File: src/rtl/i2s_pkg.sv
// Shared constants and sample types for the I2S transmitter and its clock generator.
// Samples are stored at the widest legal width; narrower WIDTH values are zero-extended.
package i2s_pkg;
  localparam int CNT_W     = 9;
  localparam int SLOT_BITS = 32;
  localparam int SCKI_BIT  = 0;
  localparam int BCK_BIT   = 2;
  localparam int LRCK_BIT  = 8;
  localparam int MAX_WIDTH = SLOT_BITS - 1;

  typedef logic [MAX_WIDTH-1:0] sample_t;

  typedef struct packed {
    sample_t left;
    sample_t right;
  } pair_t;
endpackage

File: src/rtl/i2s_clkgen.sv
// Free-running 9-bit frame counter producing SCKI/BCK/LRCK and bit/frame strobes.
// Reusable as the master-mode clock source for the receiver.
module i2s_clkgen
  import i2s_pkg::*;
(
  input  logic       clk,
  input  logic       reset,
  output logic       scki,
  output logic       bck,
  output logic       lrck,
  output logic [5:0] bit_pos,
  output logic       bit_edge,
  output logic       frame_wrap
);
  logic [CNT_W-1:0] cnt;

  always_ff @(posedge clk or posedge reset) begin
    if (reset) cnt <= '0;
    else       cnt <= cnt + CNT_W'(1);
  end

  // Clocks come straight from register bits so they are glitch-free.
  assign scki       = cnt[SCKI_BIT];
  assign bck        = cnt[BCK_BIT];
  assign lrck       = cnt[LRCK_BIT];
  assign bit_pos    = cnt[CNT_W-1:BCK_BIT+1];
  assign bit_edge   = &cnt[BCK_BIT:0];
  assign frame_wrap = &cnt;
endmodule

File: src/rtl/i2s_tx.sv
// I2S master transmitter: one-pair holding buffer, per-frame word latch, MSB-first serialiser.
// Define I2S_TX_UNDERRUN_HOLD_EN to repeat the last pair on underrun instead of sending silence.
module i2s_tx
  import i2s_pkg::*;
#(
  parameter int WIDTH = 24
) (
  input  logic             clk,
  input  logic             reset,
  input  logic [WIDTH-1:0] left,
  input  logic [WIDTH-1:0] right,
  input  logic             in_valid,
  output logic             in_ready,
  output logic             dout,
  output logic             bck,
  output logic             lrck,
  output logic             scki,
  output logic             underrun
);
  // Handshake: a pair transfers on a clk edge where in_valid & in_ready; in_ready
  // is high exactly while the holding buffer is empty and does not depend on in_valid.
  logic [5:0] bit_pos;
  logic       bit_edge;
  logic       frame_wrap;
  logic       buf_full;
  logic       xfer;
  pair_t      hold_buf;
  pair_t      frame;
  logic [4:0] slot;
  logic       ch;
  logic [4:0] bit_idx;
  logic       slot_bit;

  i2s_clkgen u_clkgen (
    .clk        (clk),
    .reset      (reset),
    .scki       (scki),
    .bck        (bck),
    .lrck       (lrck),
    .bit_pos    (bit_pos),
    .bit_edge   (bit_edge),
    .frame_wrap (frame_wrap)
  );

  assign in_ready = ~buf_full;
  assign xfer     = in_valid & ~buf_full;

  // dout changes as the counter enters a new slot, so look one slot ahead.
  assign {ch, slot} = bit_pos + 6'd1;

  always_comb begin
    bit_idx  = '0;
    slot_bit = 1'b0;
    if (slot != 5'd0 && int'(slot) <= WIDTH) begin
      bit_idx  = 5'(WIDTH - int'(slot));
      slot_bit = ch ? frame.right[bit_idx] : frame.left[bit_idx];
    end
  end

  always_ff @(posedge clk or posedge reset) begin
    if (reset) begin
      buf_full <= 1'b0;
      hold_buf <= '0;
      frame    <= '0;
      underrun <= 1'b0;
      dout     <= 1'b0;
    end else begin
      underrun <= 1'b0;
      if (bit_edge) dout <= slot_bit;
      if (frame_wrap) begin
        if (buf_full) begin
          frame    <= hold_buf;
          buf_full <= 1'b0;
        end else begin
          underrun <= 1'b1;
`ifdef I2S_TX_UNDERRUN_HOLD_EN
          frame    <= frame;
`else
          frame    <= '0;
`endif
        end
      end
      // A transfer can only coincide with the wrap when the buffer was empty.
      if (xfer) begin
        hold_buf.left  <= sample_t'(left);
        hold_buf.right <= sample_t'(right);
        buf_full       <= 1'b1;
      end
    end
  end
endmodule
File: config.mk
export PLATFORM = sky130hd
export DESIGN_NAME = i2s_tx
export DESIGN_NICKNAME = d
export VERILOG_FILES = /design/src/rtl/i2s_pkg.sv /design/src/rtl/i2s_clkgen.sv /design/src/rtl/i2s_tx.sv
export SDC_FILE = /design/constraint.sdc
export NUM_CORES = 1
export LEC_CHECK = 0
export CORE_UTILIZATION = 35
export DETAILED_ROUTE_END_ITERATION = 12
export GPL_TIMING_DRIVEN = 0
export HOLD_SLACK_MARGIN = 0.08
export SETUP_SLACK_MARGIN = 0.05
export SLEW_MARGIN = 40
export SYNTH_ARGS = -nofsm -noshare
export SYNTH_HDL_FRONTEND = slang
export SYNTH_SLANG_ARGS = --single-unit
File: constraint.sdc
create_clock -name clk -period 5.33 [get_ports clk]
set_clock_uncertainty 0.1 [all_clocks]
set_input_delay 0.533 -clock clk [delete_from_list [all_inputs] [get_ports clk]]
set_output_delay 0.533 -clock clk [all_outputs]
set_load 0.05 [all_outputs]
==> metrics.txt <==
# TYPE chip_impl_metric gauge
chip_impl_metric{name="syn_area_per_cell",unit="µm²"} 14.12
chip_impl_metric{name="drt_first_iter_violations",unit=""} 127
chip_impl_metric{name="syn_to_final_growth",unit="%"} 24.60
chip_impl_metric{name="synth_edf_count",unit=""} 0
chip_impl_metric{name="fin_tns_setup",unit="ps"} 0
chip_impl_metric{name="place.detailed.instances",unit=""} 558
chip_impl_metric{name="cts_sinks",unit=""} 108
chip_impl_metric{name="gpl.final_weighted_congestion",unit=""} 0.7560
chip_impl_metric{name="cts_hold_buf",unit=""} 0
chip_impl_metric{name="post-route-min-period",unit="ps"} 2913
chip_impl_metric{name="cts_setup_buffers",unit=""} 0
chip_impl_info{name="hold_path.class",value="flop to flop"} 1
chip_impl_metric{name="insertion_delay",unit="ps"} 360
chip_impl_metric{name="finalCritPeriodShare",unit="%"} 54.66
chip_impl_metric{name="via_count_of_the_first_global_routing_pass",unit=""} 2947
chip_impl_metric{name="crit_required",unit="ps"} 4700
chip_impl_metric{name="design.die.area",unit="µm²"} 13730
chip_impl_metric{name="placement_rows",unit=""} 41
chip_impl_metric{name="ys_async_sr_fraction",unit="%"} 100.0
chip_impl_metric{name="n_antenna_cell",unit=""} 0
chip_impl_metric{name="final_cell_count_no_fill",unit=""} 574
chip_impl_metric{name="initial_utilization",unit="%"} 36.36
chip_impl_metric{name="max_slew.worst_pin.slew",unit="ps"} 614.1
chip_impl_metric{name="max_stage_delay",unit="ps"} 910
chip_impl_metric{name="power_density",unit="nW/µm²"} 345.6
chip_impl_metric{name="dp.final_hpwl",unit="µm"} 6542
chip_impl_metric{name="critical_path.max_fanout",unit=""} 10
chip_impl_info{name="crit_path_top_delay_cell",value="sky130_fd_sc_hd__clkdlybuf4s50_1"} 1
chip_impl_info{name="start_kind",value="flop"} 1
chip_impl_info{name="ctsRootBufferMaster",value="sky130_fd_sc_hd__clkbuf_16"} 1
chip_impl_metric{name="post-route-drc-count",unit=""} 0
chip_impl_info{name="worst_path_top_cell_family_by_delay",value="buffers and inverters"} 1
chip_impl_metric{name="yosysUniqueCellTypes",unit=""} 39
chip_impl_metric{name="wl",unit="µm"} 9437
chip_impl_metric{name="sequential_fraction_of_the_synthesis_area",unit="%"} 58.19
chip_impl_info{name="most_frequent_standard_cell_in_the_layout_excluding_fill_and_tap_cells",value="sky130_fd_sc_hd__dfrtp_1"} 1
chip_impl_metric{name="htree_levels",unit=""} 3
chip_impl_metric{name="postCtsResizedCells",unit=""} 0
chip_impl_metric{name="total_leakage_power",unit="nW"} 2.466
chip_impl_metric{name="global_route.usage.total",unit="%"} 15.57
chip_impl_metric{name="yosys_warnings",unit=""} 0
chip_impl_info{name="endpoint_kind",value="primary output"} 1
chip_impl_metric{name="antenna_found_initial",unit=""} 0
chip_impl_metric{name="die_y",unit="µm"} 117.2
chip_impl_metric{name="max-slew-margin-rel",unit="%"} 59.06
chip_impl_metric{name="grt_max_degree",unit=""} 73
chip_impl_metric{name="finalHoldViolCount",unit=""} 0
chip_impl_metric{name="multi_input_comb_area",unit="µm²"} 1807
chip_impl_info{name="outcome",value="completed"} 1
chip_impl_metric{name="yosys_register_bits",unit=""} 108
chip_impl_metric{name="cp.buffers_inverters",unit=""} 3
chip_impl_info{name="worstPathCellList",value="clkinv_1 > clkbuf_1 > clkdlybuf4s50_1"} 1
chip_impl_metric{name="register_area",unit="µm²"} 2703
chip_impl_metric{name="clockBufferDepth",unit=""} 2
chip_impl_metric{name="ir_drop",unit="mV"} 0.2034
chip_impl_info{name="synth-main-ff-cell",value="sky130_fd_sc_hd__dfrtp_1"} 1
chip_impl_metric{name="clkSlewWorstSetupHoldPaths",unit="ps"} 70
chip_impl_info{name="grt_setup_unrepaired",value="false"} 1
chip_impl_metric{name="finalCoreUtilization",unit="%"} 45.30
chip_impl_metric{name="syn-cell-area",unit="µm²"} 4644
chip_impl_metric{name="grt_remaining_overflow",unit=""} 0
chip_impl_metric{name="design_power_total",unit="mW"} 2.000
chip_impl_metric{name="setup_viol_count_final",unit=""} 0
chip_impl_metric{name="final.fill_count",unit=""} 1156
chip_impl_metric{name="netlist_instances",unit=""} 329
chip_impl_metric{name="boundaryPins",unit=""} 57
chip_impl_metric{name="ff2ff_setup_slack",unit="ps"} 2470
chip_impl_metric{name="slew_violations",unit=""} 0
chip_impl_metric{name="grt_pass1_wl",unit="µm"} 15670
chip_impl_metric{name="core",unit="µm²"} 12770
chip_impl_metric{name="antenna_left",unit=""} 0
chip_impl_info{name="critPathKind",value="flop to primary output"} 1
chip_impl_metric{name="port_buffer_count",unit=""} 56
chip_impl_metric{name="vias_per_cell",unit=""} 5.007
chip_impl_metric{name="worst-endpoint-arrival",unit="ps"} 2280
chip_impl_metric{name="fp.dieW",unit="µm"} 117.2
chip_impl_info{name="tritoncts",value="yes"} 1
chip_impl_metric{name="syn_nets",unit=""} 384
chip_impl_metric{name="num_vias",unit=""} 2874
chip_impl_metric{name="drive_gt1_share",unit="%"} 21.39
chip_impl_metric{name="drv_cap",unit=""} 0
chip_impl_metric{name="numCtsBuffers",unit=""} 9
chip_impl_metric{name="dr.pass1.iters",unit=""} 4
chip_impl_info{name="most_frequent_cells_in_the_layout",value="108 x sky130_fd_sc_hd__dfrtp_1, 56 x sky130_fd_sc_hd__clkdlybuf4s50_1, 49 x sky130_fd_sc_hd__mux2_2"} 1
chip_impl_metric{name="routedWlPerCell",unit="µm"} 16.44
chip_impl_metric{name="final_nets",unit=""} 452
chip_impl_metric{name="fmax",unit="MHz"} 343.2
-- registers in the layout, indices dropped and copies added (netlist names) --
name,count
u_clkgen.cnt,9
frame,48
buf_full,1
dout,1
underrun,1
hold_buf,48
-- worst reg2reg max path, stage by stage, from the launching register on --
cell                       delay (ps)
sky130_fd_sc_hd__dfrtp_1          420
sky130_fd_sc_hd__ha_1             230
sky130_fd_sc_hd__nand2_1          100
sky130_fd_sc_hd__nor3_1           150
sky130_fd_sc_hd__ha_1             170
sky130_fd_sc_hd__clkbuf_1         350
sky130_fd_sc_hd__clkinv_1         260
sky130_fd_sc_hd__nor2_1           380
sky130_fd_sc_hd__clkbuf_1         440
sky130_fd_sc_hd__a22o_1           200
-- per-layer routing --
| metal | vias up | part of all wire (%) | track usage [%] | wire length, µm |
|---|---|---|---|---|
| met5 | - | 0 | 0 | 0 |
| met4 | 0 | 1.5 | 5.316 | 139 |
| met3 | 14 | 4.6 | 4.737 | 431 |
| met2 | 53 | 46 | 23.18 | 4307 |
| met1 | 1460 | 48 | 21.66 | 4558 |
| li1 | 1347 | - | - | - |
-- report_power, final --
group	internal [mW]	total, mW	switching (mW)
Combinational	0.143	0.211	0.0678
Clock	0.428	0.744	0.316
Sequential	0.961	1.04	0.0839
Total	1.53	2.00	0.468
-- kinds of logic (layout without fill, tap and decap cells) --
logic type	Yosys count	in the layout	synth area share [%]
compound gates	58	58	10.75
xor+xnor	9	9	1.859
fa+ha+maj	4	4	1.078
buf+inv	29	102	2.909
flops	108	108	58.19
mux	67	67	19.75
simple gates	54	54	5.469
-- per-stage QoR --
step	worst slack [ps]	hold WS, ps	area [µm²]
after floorplan	1851	346.5	4644
after global placement	255.0	365.1	5420
after detailed placement	2402	366.2	5455
after CTS	2386	387.0	5787
after global routing	2082	395.1	5787
final	2417	385.6	5787
-- Yosys cell counts (all sizes together), types with 2 or more instances --
cell type / count / area share [%]
a21boi: 2 / 0.32
nand4: 2 / 0.27
o2bb2ai: 25 / 4.7
nand3: 4 / 0.54
ha: 4 / 1.1
clkbuf: 15 / 1.2
buf: 8 / 1.2
nor2: 8 / 0.65
xor2: 2 / 0.38
dfrtp: 108 / 58
a211oi: 2 / 0.43
xnor2: 7 / 1.5
clkinv: 2 / 0.16
inv: 4 / 0.32
nand2: 31 / 2.5
nor2b: 2 / 0.27
mux2: 49 / 12
mux2i: 5 / 1.1
a22o: 23 / 4.3
mux4: 13 / 6.8
nor3b: 2 / 0.43
o21ai: 2 / 0.22
-- layout make-up --
cell class	count	share of cell area, %
timing repair buffer	57	10.16
clock buffer	10	4.130
buffer	23	1.946
inverter	6	0.5189
multi-input combinational	192	31.22
sequential	108	46.70
tap	172	3.719
clock inverter	6	1.600
-- path summary, 6_finish.rpt --
| check | startpoint | to | depth (start not counted) |
|---|---|---|---|
| worst max-delay path | buf_full | in_ready | 3 |
| worst min-delay path | frame[14] | frame[14] | 1 |
| worst max register to register | u_clkgen.cnt[0] | frame[48] | 9 |
| worst min register to register | frame[14] | frame[14] | 1 |
| max in group asynchronous | reset | hold_buf[9] | 3 |
| min in group asynchronous | reset | hold_buf[7] | 2 |
Note: power is estimated with default switching activity, not from simulation.
